[src/rtl/pc_fetch_pkg.sv]
// +--------------------------------------------------------------------+
// | pc_fetch_pkg: shared types and constants for the fetch front end   |
// | Rev 1.0                                                            |
// +--------------------------------------------------------------------+
`default_nettype none

package pc_fetch_pkg;

    typedef enum logic [1:0] {
        S_RST   = 2'd0,
        S_ISSUE = 2'd1,
        S_WAIT  = 2'd2,
        S_DROP  = 2'd3
    } fetch_state_t;

    typedef struct packed {
        logic [31:0] pc;
        logic [31:0] instr;
    } fetch_entry_t;

    localparam logic [31:0] DEFAULT_RESET_PC = 32'h0000_0000;
    localparam logic [31:0] INSTR_NOP        = 32'h0000_0013;

endpackage

`default_nettype wire

[src/rtl/fetch_skid_buf.sv]
// +--------------------------------------------------------------------+
// | fetch_skid_buf: one-entry pc/instr holding buffer                  |
// | Rev 1.0                                                            |
// +--------------------------------------------------------------------+
`default_nettype none

module fetch_skid_buf
    import pc_fetch_pkg::*;
(
    input  logic        clk,
    input  logic        rst,
    input  logic        clear,
    input  logic        load,
    input  logic        drain,
    input  logic [31:0] load_pc,
    input  logic [31:0] load_instr,
    output logic        valid,
    output logic [31:0] pc,
    output logic [31:0] instr
);

    fetch_entry_t entry;

    // Load wins over drain so the slot can take the old entry while a new one lands.
    always_ff @(posedge clk or negedge rst) begin
        if (!rst) begin
            valid <= 1'b0;
            entry <= '0;
        end else if (clear) begin
            valid <= 1'b0;
        end else if (load) begin
            valid       <= 1'b1;
            entry.pc    <= load_pc;
            entry.instr <= load_instr;
        end else if (drain) begin
            valid <= 1'b0;
        end
    end

    assign pc    = entry.pc;
    assign instr = entry.instr;

endmodule

`default_nettype wire

[src/rtl/pc_fetch.sv]
// +--------------------------------------------------------------------+
// | pc_fetch: fetch PC, imem request/response handling, IF/ID slot     |
// | Rev 1.0                                                            |
// +--------------------------------------------------------------------+
`default_nettype none

module pc_fetch
    import pc_fetch_pkg::*;
#(
    parameter logic [31:0] RESET_PC = DEFAULT_RESET_PC
) (
    input  logic        clk,
    input  logic        rst,
    input  logic        flush,
    input  logic [31:0] next_pc,
    output logic        imem_req_valid,
    input  logic        imem_req_ready,
    output logic [31:0] imem_req_addr,
    input  logic        imem_rsp_valid,
    input  logic [31:0] imem_rsp_data,
    output logic        if_valid,
    input  logic        if_ready,
    output logic [31:0] if_pc,
    output logic [31:0] if_pc_add_4,
    output logic [31:0] if_instr
);

    fetch_state_t state;
    logic [31:0]  fetch_pc;
    logic [31:0]  req_pc;
    logic         slot_free;
    logic         rsp_pending_st;
    logic         rsp_in_wait;
    logic         issue;
    logic         handshake;
    logic         rsp_take;
    logic         skid_load;
    logic         skid_drain;
    logic         skid_valid;
    logic [31:0]  skid_pc;
    logic [31:0]  skid_instr;
    logic         outstanding_next;

    assign slot_free      = !if_valid || if_ready;
    assign rsp_pending_st = (state == S_WAIT) || (state == S_DROP);
    assign rsp_in_wait    = rsp_pending_st && imem_rsp_valid;

    // A response about to be parked in the skid leaves no room for another
    // one, so no new request goes out in that cycle.
    assign issue = !skid_valid &&
                   ((state == S_ISSUE) ||
                    (rsp_in_wait && ((state == S_DROP) || slot_free)));

    assign imem_req_valid   = issue;
    assign imem_req_addr    = fetch_pc;
    assign handshake        = issue && imem_req_ready;
    assign rsp_take         = !flush && (state == S_WAIT) && imem_rsp_valid;
    assign skid_drain       = !flush && slot_free && skid_valid;
    assign skid_load        = rsp_take && (!slot_free || skid_valid);
    assign outstanding_next = handshake || (rsp_pending_st && !imem_rsp_valid);

    fetch_skid_buf u_skid (
        .clk        (clk),
        .rst        (rst),
        .clear      (flush),
        .load       (skid_load),
        .drain      (skid_drain),
        .load_pc    (req_pc),
        .load_instr (imem_rsp_data),
        .valid      (skid_valid),
        .pc         (skid_pc),
        .instr      (skid_instr)
    );

    always_ff @(posedge clk or negedge rst) begin
        if (!rst) begin
            state       <= S_RST;
            fetch_pc    <= RESET_PC;
            req_pc      <= '0;
            if_valid    <= 1'b0;
            if_pc       <= '0;
            if_pc_add_4 <= '0;
            if_instr    <= '0;
        end else if (state == S_RST) begin
            state <= S_ISSUE;
        end else if (flush) begin
            fetch_pc <= next_pc & 32'hFFFF_FFFC;
            if_valid <= 1'b0;
            state    <= outstanding_next ? S_DROP : S_ISSUE;
        end else begin
            if (handshake) begin
                fetch_pc <= fetch_pc + 32'd4;
                req_pc   <= fetch_pc;
                state    <= S_WAIT;
            end else if (rsp_in_wait) begin
                state <= S_ISSUE;
            end

            if (slot_free) begin
                if (skid_valid) begin
                    if_valid    <= 1'b1;
                    if_pc       <= skid_pc;
                    if_pc_add_4 <= skid_pc + 32'd4;
                    if_instr    <= skid_instr;
                end else if (rsp_take) begin
                    if_valid    <= 1'b1;
                    if_pc       <= req_pc;
                    if_pc_add_4 <= req_pc + 32'd4;
                    if_instr    <= imem_rsp_data;
                end else begin
                    if_valid <= 1'b0;
                end
            end
        end
    end

endmodule

`default_nettype wire

[config.mk]
export PLATFORM = sky130hd
export DESIGN_NAME = pc_fetch
export DESIGN_NICKNAME = d
export VERILOG_FILES = /design/src/rtl/pc_fetch_pkg.sv /design/src/rtl/fetch_skid_buf.sv /design/src/rtl/pc_fetch.sv
export SDC_FILE = /design/constraint.sdc
export NUM_CORES = 1
export LEC_CHECK = 0
export CORE_ASPECT_RATIO = 1.1
export CORE_UTILIZATION = 57
export CTS_CLUSTER_SIZE = 16
export DETAILED_ROUTE_END_ITERATION = 8
export PLACE_DENSITY = 0.9
export SLEW_MARGIN = 20
export SYNTH_ARGS = -nofsm -noshare
export SYNTH_HDL_FRONTEND = slang
export SYNTH_SLANG_ARGS = --single-unit
[constraint.sdc]
create_clock -name clk -period 4.05 [get_ports clk]
set_input_delay 0.405 -clock clk [delete_from_list [all_inputs] [get_ports clk]]
set_output_delay 0.405 -clock clk [all_outputs]
set_load 0.005 [all_outputs]
# After elaboration in Yosys (flattened, before gate mapping)

Index checks and enable logic that the tools add are counted.

Flip-flop bits (word level): 228
Output and inout port bits: 130

$add $sub $neg: 3
Eq/ne operators: 3
Multiplexer cells: 20
Bitwise logic cells: 2
Reductions and logical operators: 32

Operators with widths:

| operator                | count |
|---|---|
| $mux W32                | 8 |
| $add A32 B3 Y32 const B | 3 |
| $logic_and A1 B1 Y1     | 10 |
| $mux W2                 | 5 |
| $mux W1                 | 7 |
| $logic_or A1 B1 Y1      | 6 |
| $reduce_and A2 Y1       | 3 |
| $reduce_bool A2 Y1      | 3 |
| $logic_not A1 Y1        | 5 |
| $eq A2 B2 Y1 const B    | 2 |
| $reduce_and A4 Y1       | 1 |
| $reduce_bool A4 Y1      | 1 |
| $reduce_and A3 Y1       | 1 |
| $reduce_bool A3 Y1      | 1 |
| $eq A2 B1 Y1 const B    | 1 |
| $logic_not A2 Y1        | 1 |
| $not A1 Y1              | 2 |

# Longest topological paths before layout

Gate-level depths: netlist of the first run.

Word-level depth: 11
Mapped depth: 12
Depth with buffers taken out: 7

# Modules after synthesis

A second synthesis of the first run with hierarchy kept.

Cell total of the unflattened synthesis: 969
Area, all modules: 10943.0 um^2

By module, submodules not included:

| module         | times used | cells each | area an instance (um^2) | sequential area each (um^2) |
|---|---|---|---|---|
| pc_fetch       | 1          | 829        | 8201.6                  | 3928.8 |
| fetch_skid_buf | 1          | 140        | 2741.4                  | 1626.6 |

# Least setup slack after synthesis of the first run

Ideal clock, no wire load.

Path kind: register to register
From: register u_skid.valid
To: register if_pc_add_4[24]
Library setup time: 0.095 ns
Arrival: 2.636 ns
Required time: 3.955 ns
Setup slack: 1.319 ns
Cell stages (with the launch flop): 13
Path buffers: 5
Clock period less this slack: 2.731 ns
Path through: dfrtp_1 -> buf_6 -> buf_6 -> buf_4 -> buf_2 -> mux2_2 -> ha_1 -> nand4b_1 -> and2_1 -> or2_1 -> buf_2 -> o31a_1 -> o31ai_1

Cells in the longest elaborated chain, start to end: 2
Elaborated cells on any way between the ends: 3
Classes of those cells: mux: 1; reduce/logical: 2

Ends and longest elaborated chain:

| what                                | line                 | source |
|---|---|---|
| start, declared                     | fetch_skid_buf.sv:17 | `output logic valid,` |
| start signal, assigned              | fetch_skid_buf.sv:27 | `valid <= 1'b0;` |
| start signal, assigned              | fetch_skid_buf.sv:30 | `valid <= 1'b0;` |
| start signal, assigned              | fetch_skid_buf.sv:32 | `valid <= 1'b1;` |
| $reduce_bool A2 Y1 (no source line) | --                   |  |
| $reduce_and A4 Y1 (no source line)  | --                   |  |
| end signal, assigned                | pc_fetch.sv:103      | `if_pc_add_4 <= skid_pc + 32'd4;` |
| end signal, assigned                | pc_fetch.sv:108      | `if_pc_add_4 <= req_pc + 32'd4;` |
| end, declared                       | pc_fetch.sv:24       | `output logic [31:0] if_pc_add_4,` |

Several ways; a longest one is shown, not always the timed one.
A chain may end at the register's enable or synchronous reset.

# Final worst setup path of the first run

From: register u_skid.valid
To: register if_pc_add_4[25]

Same word-level chain as after synthesis.

==> results of run 1 <==
-- how the worst max path moves through the flow --
stage	startpoint	endpoint	slack, ps	depth (start not counted)
6_report	u_skid.valid	if_pc_add_4[25]	1080	6
3_5_place_dp	flush	if_pc_add_4[29]	1000	8
4_1_cts	u_skid.valid	if_pc_add_4[25]	1090	6
5_1_grt	u_skid.valid	if_pc_add_4[25]	850	6
3_3_place_gp	flush	if_pc_add_4[29]	1210	8
2_1_floorplan	u_skid.valid	if_pc_add_4[24]	1320	12
-- layout make-up --
type / instances / area (µm²) / area share, %
clock buffers: 34 / 667 / 4.98
clock inverters: 6 / 40.0 / 0.299
inverters: 10 / 37.5 / 0.280
multi-input cells: 677 / 4830 / 36.1
flip-flops and latches: 218 / 5460 / 40.8
well taps: 243 / 304 / 2.27
repair buffers: 204 / 2050 / 15.3
-- registers in the layout (all words and copies together) (netlist names) --
name           count
u_skid.valid       1
if_instr          32
if_valid           1
imem_req_addr     30
u_skid.pc         30
if_pc_add_4       30
u_skid.instr      32
state              2
req_pc            30
if_pc             30
-- power groups by stage --
stage | clock network [mW] | logic, mW | registers (mW)
2_1_floorplan | 0 | 0.879 | 3.18
3_5_place_dp | 0 | 2.17 | 3.27
5_1_grt | 2.09 | 2.38 | 3.32
3_3_place_gp | 0 | 2.09 | 3.23
4_1_cts | 1.99 | 2.19 | 3.24
6_report | 1.96 | 2.18 | 3.25
-- per-stage QoR --
stage | hold slack (ps) | power [mW] | util, % | instance area, µm²
floorplan | 109 | 4.05 | - | 10700
global placement | 455 | 5.31 | 69.1 | 12700
detailed placement | 470 | 5.44 | 69.1 | 12700
CTS | 11.2 | 7.42 | 72.9 | 13400
global route | 27.6 | 7.79 | 72.9 | 13400
finish | -27.7 | 7.39 | 72.9 | 13400
-- critical path, delay by kind of cell (launching register included) --
family                 cells  cell delay [ps]
AO/OA/AOI/OAI              2              320
buffers and inverters      1              540
flip-flops                 1              840
AND/OR/NAND/NOR            1              510
multiplexers               2              570
-- cells in the final DEF, fill, tap and decap left out, drive strengths merged, types with 4 or more instances in the layout --
cell	count
dfrtp	218
clkdlybuf4s50	190
nand2	118
mux2	102
o21ai	100
mux2i	69
clkbuf	35
a21oi	30
nand3	24
nor2	21
nor4	20
a22oi	15
nand4	15
nor3	14
buf	13
xnor2	11
inv	10
a31oi	9
o31ai	8
o22ai	7
o21a	7
nor2b	6
and4	6
and3	6
xor2	6
conb	6
nand4b	6
a21o	5
a211oi	5
o31a	5
o211ai	5
clkinv	5
nand2b	4
or4	4
and4b	4
a31o	4
-- cells by family (layout without fill, tap and decap cells) --
kind of cell             after synthesis  count (layout)
AO/OA/AOI/OAI                        219             219
other                                  1               6
multiplexers                         171             171
buffers and inverters                 75             254
flip-flops                           218             218
XOR/XNOR                              17              17
AND/OR/NAND/NOR                      262             262
adder cells (fa/ha/maj)                2               2
-- metal layers --
metal / GRT usage [%] / vias up
met5: 0 / -
met4: 7.41 / 0
met3: 3.63 / 44
met2: 44.2 / 364
met1: 38.8 / 4045
li1: - / 3884
==> impl_metrics.sql, run 1 <==
INSERT INTO impl_metrics (metric_group, metric, value, unit) VALUES
('yosys', 'synth_top_cells_by_count', 'dfrtp_1 (218), nand2_1 (118), o21ai_0 (97)', ''),
('sta', 'setup_total_negative_slack', '0', 'ps'),
('power_and_ir_drop', 'power_frac_comb', '29.5', '%'),
('sta', 'hold_violations', '9', ''),
('yosys', 'yosys-mux-area-fraction', '17.3', '%'),
('power_and_ir_drop', 'net-switching-power', '2.26', 'mW'),
('worst_setup_path', 'timing_worst_setup_path_type', 'flip-flop to flip-flop', ''),
('yosys', 'synth_compound_area_share', '13.1', '%'),
('worst_setup_path', 'critPathSlowestCell', 'dfrtp_4', ''),
('route', 'detailroute.via_count', '8337', ''),
('route', 'drt_pre_antenna_iters', '5', ''),
('cells_and_area', 'syn_to_layout_area_delta', '25.8', '%'),
('yosys', 'synth_top_cell_area_share', '51.3', '%'),
('sta', 'period_share', '73.5', '%'),
('worst_setup_path', 'crit_path_max_incr_delay', '840', 'ps'),
('route', 'drtAntennaViolNets', '0', ''),
('sta', 'final-setup-viol-count', '0', ''),
('cells_and_area', 'final.fill_count', '1209', ''),
('yosys', 'syn_area', '10600', 'µm²'),
('worst_setup_path', 'cp.required', '4380', 'ps'),
('route', 'route.met2.wl', '12300', 'µm'),
('worst_setup_path', 'path_cells', 'buf_4, mux2_2, o211ai_1, nor4_4, mux2i_1, o311ai_0', ''),
('yosys', 'post-synth-top-area-cell', 'dfrtp_1', ''),
('power_and_ir_drop', 'power_switching_share', '30.5', '%'),
('yosys', 'yosysMostFrequentCell', 'dfrtp_1', ''),
('global_routing', 'global_route.usage.total', '27.3', '%'),
('yosys', 'synth-edff-count', '0', ''),
('yosys', 'synthDistinctLibCells', '72', ''),
('sta', 'fin_hold_ws', '-27.7', 'ps'),
('power_and_ir_drop', 'sequentialPowerShare', '44.0', '%'),
('clocking', 'post-cts-setup-buffers', '0', ''),
('route', 'met3_length', '1620', 'µm'),
('floorplanning', 'rows', '52', ''),
('sta', 'grt_setup_unrepaired', 'false', ''),
('route', 'detail_route.wirelength.met1', '11200', 'µm'),
('run_status', 'failed_checks', 'negative hold slack', ''),
('route', 'route.detailed.vias_per_inst', '5.99', ''),
('min_path', 'min-delay-path-class', 'input port to asynchronous set/reset pin', ''),
('run_status', 'status', 'finished, violations left', ''),
('placement', 'pre_cts_slack', '1000', 'ps'),
('yosys', 'dominant_combinational_cell_family_by_area_after_synthesis', 'multiplexers', ''),
('power_and_ir_drop', 'internal-power', '5.13', 'mW'),
('power_and_ir_drop', 'total_leakage_power', '5.70', 'nW'),
('yosys', 'ys.warnings.count', '0', ''),
('clocking', 'numClockSinks', '218', ''),
('yosys', 'ys.flop_type', 'dfrtp_1', ''),
('route', 'routed_wirelength', '25700', 'µm'),
('yosys', 'synth-adder-area-share', '0.235', '%'),
('floorplanning', 'fp.coreArea', '18300', 'µm²'),
('clocking', 'cts.clk_slew.worst_paths', '60', 'ps'),
('clocking', 'clk_root_buffer_cell', 'clkbuf_16', ''),
('yosys', 'avgSynthCellArea', '11.0', 'µm²'),
('sta', 'max_slew.worst_pin.slew', '959', 'ps'),
('sta', 'final.setup_skew', '7.16', 'ps'),
('worst_setup_path', 'arrival', '3300', 'ps'),
('clocking', 'cts_buf_count', '23', ''),
('floorplanning', 'number_of_i_o_pins', '200', ''),
('worst_setup_path', 'timing.critical_path.fanout_max', '50', ''),
('floorplanning', 'chipWidth', '132', 'µm'),
('yosys', 'synth_area_in_xor_xnor', '1.40', '%'),
('worst_setup_path', 'worst-r2r-cell-count', '6', ''),
('worst_setup_path', 'reg2reg_to', 'if_pc_add_4[25]', ''),
('yosys', 'async_reset_ff_share', '100', '%'),
('placement', 'detailed_place_hpwl', '17300', 'µm'),
('sta', 'final_max_slew_viol_count', '0', ''),
('global_routing', 'grt_start_max_net_pins', '188', ''),
('route', 'drt-wirelength-per-cell', '18.4', 'µm'),
('clocking', 'ctsResizeCount', '0', ''),
('yosys', 'post_synth_and_or_nand_nor_area_fraction', '13.0', '%'),
('cells_and_area', 'fin_nets', '1206', ''),
('clocking', 'clk_path_buf_depth', '3', '');
No activity file was read; power rests on OpenSTA's default activity.
==> run 2: changes to the inputs <==
CORE_UTILIZATION = 48   (was 57)
PLACE_DENSITY = 0.81   (was 0.9)
clock period = 2.6 ns   (was 4.05 ns; I/O delays follow)
==> run 2 against run 1 <==
The run now ends clean. Critical path type unchanged. Maximum frequency up 26%. Via count decreased by 0.64%. Worst hold slack better by 340 ps. First-iteration DRC count is 6.5% lower. Total power up 61%. Final cell count up 5.0%. Largest cell class unchanged. Combinational power rose by 58%. Largest power group unchanged. Sequential power is 54% higher.
==> impl_metrics.sql, run 2 (synthesized netlist as in run 1, its figures left out) <==
INSERT INTO impl_metrics (metric_group, metric, value, unit) VALUES
('cells_and_area', 'final_core_utilization', '64.0', '%'),
('worst_setup_path', 'reg2reg_to', 'if_pc_add_4[25]', ''),
('power_and_ir_drop', 'internal-power', '8.40', 'mW'),
('sta', 'hold_violations', '0', ''),
('flow_run', 'max_cap_viol_count', '0', ''),
('route', 'drt_pre_antenna_iters', '5', ''),
('sta', 'period_share', '91.0', '%'),
('power_and_ir_drop', 'sequentialPowerShare', '42.1', '%'),
('placement', 'place_congestion', '0.873', ''),
('clocking', 'ctsResizeCount', '0', ''),
('clocking', 'cts_htree_levels', '1', ''),
('worst_setup_path', 'crit-reg2reg-launch', 'u_skid.valid', ''),
('placement', 'dpl_cell_area', '13000', 'µm²'),
('cells_and_area', 'top_regs', 'if_instr x32, u_skid.instr x32', ''),
('floorplanning', 'rows', '56', ''),
('power_and_ir_drop', 'powerDensity', '866', 'nW/µm²'),
('global_routing', 'antenna_found_initial', '0', ''),
('route', 'detailedRoute.firstIterationViolations', '516', ''),
('worst_setup_path', 'worst-r2r-cell-count', '7', ''),
('global_routing', 'grt_first_pass_wirelength', '41300', 'µm'),
('power_and_ir_drop', 'net-switching-power', '3.52', 'mW'),
('sta', 'setup_slack', '234', 'ps'),
('cells_and_area', 'postLayoutCellArea', '13800', 'µm²'),
('floorplanning', 'chipWidth', '144', 'µm'),
('clocking', 'hold_buffers', '1', ''),
('cells_and_area', 'multiInputGateArea', '4830', 'µm²'),
('placement', 'pre_cts_slack', '242', 'ps'),
('worst_setup_path', 'timing_worst_setup_path_type', 'flip-flop to flip-flop', ''),
('clocking', 'clkLatencyLatePin', '510', 'ps'),
('worst_setup_path', 'cp.buffers_inverters', '2', ''),
('route', 'detailroute.via_count', '8284', ''),
('worst_setup_path', 'timing.critical_path.fanout_max', '27', ''),
('power_and_ir_drop', 'power_switching_share', '29.5', '%'),
('clocking', 'cts.clk_slew.worst_paths', '70', 'ps'),
('worst_setup_path', 'critPathSlowestCell', 'dfrtp_4', ''),
('sta', 'worst_slew_margin_rel', '38.0', '%'),
('sta', 'final.setup_skew', '10.2', 'ps'),
('global_routing', 'global_route.usage.total', '22.9', '%'),
('placement', 'detailed_place_hpwl', '18200', 'µm'),
('global_routing', 'vias_in_the_first_global_route', '8035', ''),
('cells_and_area', 'syn_to_layout_area_delta', '29.5', '%'),
('clocking', 'cts_tree', 'done', ''),
('route', 'drc', '0', ''),
('floorplanning', 'fp.coreArea', '21500', 'µm²'),
('clocking', 'cts_buf_count', '23', ''),
('global_routing', 'grt_start_max_net_pins', '72', ''),
('route', 'route.detailed.vias_per_inst', '5.67', ''),
('sta', 'max_slew.worst_pin.slew', '927', 'ps'),
('floorplanning', 'die_boundary_height', '158', 'µm'),
('cells_and_area', 'final.fill_count', '1689', ''),
('route', 'drtAntennaViolNets', '0', ''),
('cells_and_area', 'antenna-diode-count', '0', ''),
('clocking', 'numClockSinks', '218', ''),
('clocking', 'clk_root_buffer_cell', 'clkbuf_16', ''),
('power_and_ir_drop', 'clkPwrFrac', '28.9', '%'),
('sta', 'layout_min_cycle_time', '2370', 'ps'),
('worst_setup_path', 'timing.critical_path.from_type', 'flip-flop', ''),
('worst_setup_path', 'cp.required', '2970', 'ps'),
('worst_setup_path', 'path_cells', 'buf_12, nand4b_1, a2bb2o_1, nor4_4, buf_4, mux2i_1, o311ai_0', ''),
('worst_setup_path', 'setup.worst_path.end_class', 'flip-flop', ''),
('worst_setup_path', 'setup.reg_to_reg.worst_slack', '230', 'ps'),
('min_path', 'min-delay-path-class', 'input port to asynchronous set/reset pin', ''),
('power_and_ir_drop', 'report.power.total', '11.9', 'mW'),
('power_and_ir_drop', 'total_leakage_power', '5.88', 'nW'),
('sta', 'setup_total_negative_slack', '0', 'ps'),
('cells_and_area', 'layout.area.seq', '5460', 'µm²'),
('global_routing', 'gr-total-overflow', '0', ''),
('run_status', 'status', 'finished, final reports clean', ''),
('placement', 'i_o_buffers', '191', ''),
('cells_and_area', 'mostFrequentLayoutCell', 'dfrtp_1', ''),
('sta', 'final_max_slew_viol_count', '0', ''),
('route', 'drt-wirelength-per-cell', '17.6', 'µm'),
('cells_and_area', 'fin_nets', '1229', ''),
('worst_setup_path', 'arrival', '2730', 'ps'),
('route', 'routed_wirelength', '25800', 'µm'),
('sta', 'max_freq', '0.423', 'GHz'),
('power_and_ir_drop', 'worst_vdd_ir', '0.000452', 'V'),
('floorplanning', 'initial_utilization', '49.5', '%'),
('clocking', 'post-cts-setup-buffers', '0', ''),
('floorplanning', 'die_area', '22800', 'µm²'),
('sta', 'final-setup-viol-count', '0', ''),
('floorplanning', 'number_of_i_o_pins', '200', ''),
('clocking', 'clk_path_buf_depth', '3', ''),
('sta', 'grt_setup_unrepaired', 'false', ''),
('worst_setup_path', 'cp_delay_by_family_top', 'simple AND/OR/NAND/NOR gates', ''),
('worst_setup_path', 'crit_path_max_incr_delay', '520', 'ps'),
('power_and_ir_drop', 'power_frac_comb', '28.9', '%'),
('cells_and_area', 'layout_common_cells', 'dfrtp_1 (217), clkdlybuf4s50_1 (190), nand2_1 (118), o21ai_0 (97), mux2_2 (70)', ''),
('cells_and_area', 'final_layout_size_suffix_gt1_share', '13.9', '%');
-- run 2: cell count changes in the layout (fill, tap and decap cells not counted), sizes merged --
cell,previous run,this run
buf,13,35
bufinv,0,4
clkbuf,35,33
clkinv,5,3
dlygate4sd3,0,1
-- run 2: through the flow --
stage,hold WS [ps],cells
6_report,312,1462
4_1_cts,316,1462
2_1_floorplan,-35.6,970
5_1_grt,365,1462
3_3_place_gp,312,1421
3_5_place_dp,311,1421
-- run 2: final cells by class --
| type | count | area share, % |
|---|---|---|
| flip-flops and latches | 218 | 39.6 |
| multi-input cells | 677 | 35.1 |
| well taps | 290 | 2.63 |
| inverters | 10 | 0.273 |
| repair buffers | 227 | 16.6 |
| clock buffers | 32 | 4.72 |
| clock inverters | 8 | 1.04 |
-- run 2: power groups by stage --
stage | registers, mW | logic, mW | clock network, mW
3_3_place_gp | 5.03 | 3.36 | 0
5_1_grt | 5.14 | 3.79 | 3.64
3_5_place_dp | 5.07 | 3.46 | 0
2_1_floorplan | 4.95 | 1.37 | 0
6_report | 5.02 | 3.45 | 3.45
4_1_cts | 5.02 | 3.49 | 3.51
-- run 2: routing by layer --
| metal | vias to the layer above | part of all wire, % | GRT usage [%] |
|---|---|---|---|
| met1 | 4043 | 45 | 31.4 |
| met4 | 0 | 2.1 | 7.35 |
| met2 | 275 | 47 | 36.9 |
| li1 | 3922 | - | - |
| met3 | 44 | 6.2 | 3.72 |
| met5 | - | 0 | 0 |
-- run 2: worst max path at each step --
stage	from	endpoint	slack, ps	cells past startpoint
detailed placement	if_ready	imem_req_addr[22]	240	7
floorplan	u_skid.valid	if_pc_add_4[24]	20	12
global route	u_skid.valid	imem_req_addr[22]	60	6
CTS	u_skid.valid	if_pc_add_4[26]	220	7
finish	u_skid.valid	if_pc_add_4[25]	230	7
global placement	if_ready	imem_req_addr[22]	300	7
==> run 3: changes to the inputs <==
GPL_ROUTABILITY_DRIVEN = 0   (was not set)
==> run 3 against run 2 <==
Core utilization shrank 0.28 points. Final area shrank 0.44%. Critical endpoint is now if_pc_add_4[30]. Total power shrank 1.9%. Worst hold slack gained 47 ps. Register-to-register slack lost 90 ps. Clock power shrank 7.2%. Clock skew shrank 0.58 ps. Via count grew 0.45%. First-iteration DRC count grew 0.39%. Sequential power is essentially flat. Sequential cell count is the same.
==> impl_metrics.sql, run 3 (synthesized netlist as in run 1, its figures left out) <==
INSERT INTO impl_metrics (metric_group, metric, value, unit) VALUES
('sta', 'period_share', '94.4', '%'),
('cells_and_area', 'fin_nets', '1227', ''),
('global_routing', 'antenna_found_initial', '0', ''),
('worst_setup_path', 'timing.critical_path.from_type', 'flip-flop', ''),
('worst_setup_path', 'crit_path_max_incr_delay', '460', 'ps'),
('placement', 'dpl_cell_area', '13000', 'µm²'),
('route', 'detailroute.via_count', '8321', ''),
('sta', 'max_slew.worst_pin.slew', '870', 'ps'),
('cells_and_area', 'top_regs', 'if_instr x32, u_skid.instr x32', ''),
('route', 'routed_wirelength', '26100', 'µm'),
('power_and_ir_drop', 'report.power.total', '11.7', 'mW'),
('floorplanning', 'die_boundary_height', '158', 'µm'),
('cells_and_area', 'postLayoutCellArea', '13700', 'µm²'),
('cells_and_area', 'finalNonFillerCells', '1459', ''),
('placement', 'place.detailed.instances', '1419', ''),
('worst_setup_path', 'arrival', '2850', 'ps'),
('clocking', 'clk_root_buffer_cell', 'clkbuf_16', ''),
('route', 'drtAntennaViolNets', '0', ''),
('min_path', 'min-delay-path-class', 'input port to asynchronous set/reset pin', ''),
('sta', 'hold_violations', '0', ''),
('sta', 'final_max_slew_viol_count', '0', ''),
('global_routing', 'grt_start_max_net_pins', '85', ''),
('clocking', 'clk_path_buf_depth', '3', ''),
('clocking', 'cts_htree_levels', '1', ''),
('clocking', 'cts.clk_slew.worst_paths', '70', 'ps'),
('sta', 'max_freq', '0.408', 'GHz'),
('power_and_ir_drop', 'worst_vdd_ir', '0.000369', 'V'),
('sta', 'setup_slack', '146', 'ps'),
('floorplanning', 'chipWidth', '144', 'µm'),
('worst_setup_path', 'cp.required', '2990', 'ps'),
('sta', 'final-setup-viol-count', '0', ''),
('floorplanning', 'initial_utilization', '49.5', '%'),
('placement', 'pre_cts_slack', '159', 'ps'),
('clocking', 'numClockSinks', '218', ''),
('worst_setup_path', 'setup.worst_path.start', 'u_skid.valid', ''),
('sta', 'fin_hold_ws', '359', 'ps'),
('placement', 'detailed_place_hpwl', '18600', 'µm'),
('clocking', 'cts_tree', 'done', ''),
('floorplanning', 'number_of_i_o_pins', '200', ''),
('flow_run', 'max_cap_viol_count', '0', ''),
('worst_setup_path', 'timing.critical_path.fanout_max', '33', ''),
('global_routing', 'vias_in_the_first_global_route', '8245', ''),
('route', 'drt-wirelength-per-cell', '17.9', 'µm'),
('worst_setup_path', 'path_cells', 'buf_12, buf_4, nand4_1, a221oi_1, nand2b_1, o31a_1, o31ai_1', ''),
('sta', 'worst_slew_margin_rel', '41.8', '%'),
('cells_and_area', 'final_layout_size_suffix_gt1_share', '13.8', '%'),
('global_routing', 'global_route.usage.total', '23.1', '%'),
('global_routing', 'gr-total-overflow', '0', ''),
('cells_and_area', 'final_core_utilization', '63.7', '%'),
('sta', 'grt_setup_unrepaired', 'false', ''),
('worst_setup_path', 'setup.worst_path.end_class', 'flip-flop', ''),
('floorplanning', 'rows', '56', ''),
('power_and_ir_drop', 'internal-power', '8.18', 'mW'),
('global_routing', 'met1_usage', '31.7', '%'),
('route', 'drc', '0', ''),
('placement', 'i_o_buffers', '191', ''),
('clocking', 'cts_buf_count', '23', ''),
('cells_and_area', 'layout_common_cells', 'dfrtp_1 (217), clkdlybuf4s50_1 (190), nand2_1 (118), o21ai_0 (97), mux2_2 (70)', ''),
('clocking', 'ctsResizeCount', '0', ''),
('cells_and_area', 'antenna-diode-count', '0', ''),
('cells_and_area', 'syn_to_layout_area_delta', '28.9', '%'),
('worst_setup_path', 'reg2reg_to', 'if_pc_add_4[30]', ''),
('floorplanning', 'fp.coreArea', '21500', 'µm²'),
('global_routing', 'grt_first_pass_wirelength', '41800', 'µm'),
('sta', 'setup_total_negative_slack', '0', 'ps'),
('run_status', 'status', 'finished, final reports clean', ''),
('worst_setup_path', 'worst-r2r-cell-count', '7', ''),
('floorplanning', 'die_area', '22800', 'µm²'),
('power_and_ir_drop', 'power_switching_share', '30.0', '%'),
('global_routing', 'gr-usage-met3', '3.36', '%'),
('sta', 'layout_min_cycle_time', '2450', 'ps'),
('power_and_ir_drop', 'power_frac_comb', '29.5', '%'),
('worst_setup_path', 'crit-reg2reg-launch', 'u_skid.valid', ''),
('power_and_ir_drop', 'sequentialPowerShare', '43.1', '%'),
('sta', 'final.setup_skew', '9.59', 'ps'),
('worst_setup_path', 'timing_worst_setup_path_type', 'flip-flop to flip-flop', ''),
('power_and_ir_drop', 'total_leakage_power', '5.85', 'nW'),
('route', 'route.detailed.vias_per_inst', '5.70', ''),
('route', 'drt_pre_antenna_iters', '5', ''),
('clocking', 'clkLatencyLatePin', '500', 'ps'),
('power_and_ir_drop', 'powerDensity', '853', 'nW/µm²'),
('cells_and_area', 'mostFrequentLayoutCell', 'dfrtp_1', ''),
('worst_setup_path', 'critPathSlowestCell', 'dfrtp_4', ''),
('power_and_ir_drop', 'net-switching-power', '3.51', 'mW'),
('worst_setup_path', 'setup.reg_to_reg.worst_slack', '150', 'ps'),
('global_routing', 'grt_use_met2', '37.3', '%'),
('global_routing', 'global_route.peak_usage_layer', 'met2', ''),
('worst_setup_path', 'worst_setup_path_endpoint', 'if_pc_add_4[30]', ''),
('power_and_ir_drop', 'clkPwrFrac', '27.4', '%'),
('route', 'detailedRoute.firstIterationViolations', '518', '');
run 3: changes by cell type in the layout (fill, tap and decap cells not counted):
| cell | before | now |
|---|---|---|
| buf_4 | 27 | 25 |
| bufinv_16 | 4 | 1 |
| clkbuf_1 | 5 | 4 |
| clkbuf_8 | 5 | 8 |
| clkinv_2 | 3 | 1 |
| clkinv_4 | 0 | 2 |
run 3: layout make-up:
type | instances | area [µm²]
multi-input cells | 677 | 4830
fillers | 1703 | 7800
clock inverters | 5 | 60.1
flip-flops and latches | 218 | 5460
inverters | 10 | 37.5
clock buffers | 34 | 687
repair buffers | 225 | 2270
well taps | 290 | 363
run 3: how the worst min path moves through the flow:
stage	start	endpoint	slack, ps	depth (start not counted)
3_5_place_dp	rst	imem_req_addr[13]	360	1
3_3_place_gp	rst	imem_req_addr[13]	360	1
4_1_cts	next_pc[18]	imem_req_addr[18]	330	3
2_1_floorplan	rst	if_instr[0]	-40	0
5_1_grt	next_pc[18]	imem_req_addr[18]	360	3
6_report	rst	imem_req_addr[13]	360	2
run 3: routing by layer:
layer / vias to the layer above / part of all wire (%)
met4: 0 / 2.6
met3: 58 / 5.7
met5: - / 0
met2: 300 / 47
met1: 4042 / 45
li1: 3921 / -
run 3: worst max-delay path: cells and delay by family (launching register included):
family          cells  cell delay, ps
flops               1             460
compound gates      3             950
simple gates        2             340
buf+inv             2             600
run 3: power groups by stage:
stage | Sequential, mW | Combinational [mW] | Clock, mW
2_1_floorplan | 4.95 | 1.37 | 0
4_1_cts | 5.04 | 3.48 | 3.26
3_3_place_gp | 5.03 | 3.35 | 0
6_report | 5.05 | 3.45 | 3.20
3_5_place_dp | 5.09 | 3.45 | 0
5_1_grt | 5.16 | 3.80 | 3.40
run 3: timing repair:
item / 4_1_cts / 5_1_grt
endpoints found under the hold margin: 80 / 0
hold buffers: 1 / 0
setup buffers: 0 / 0
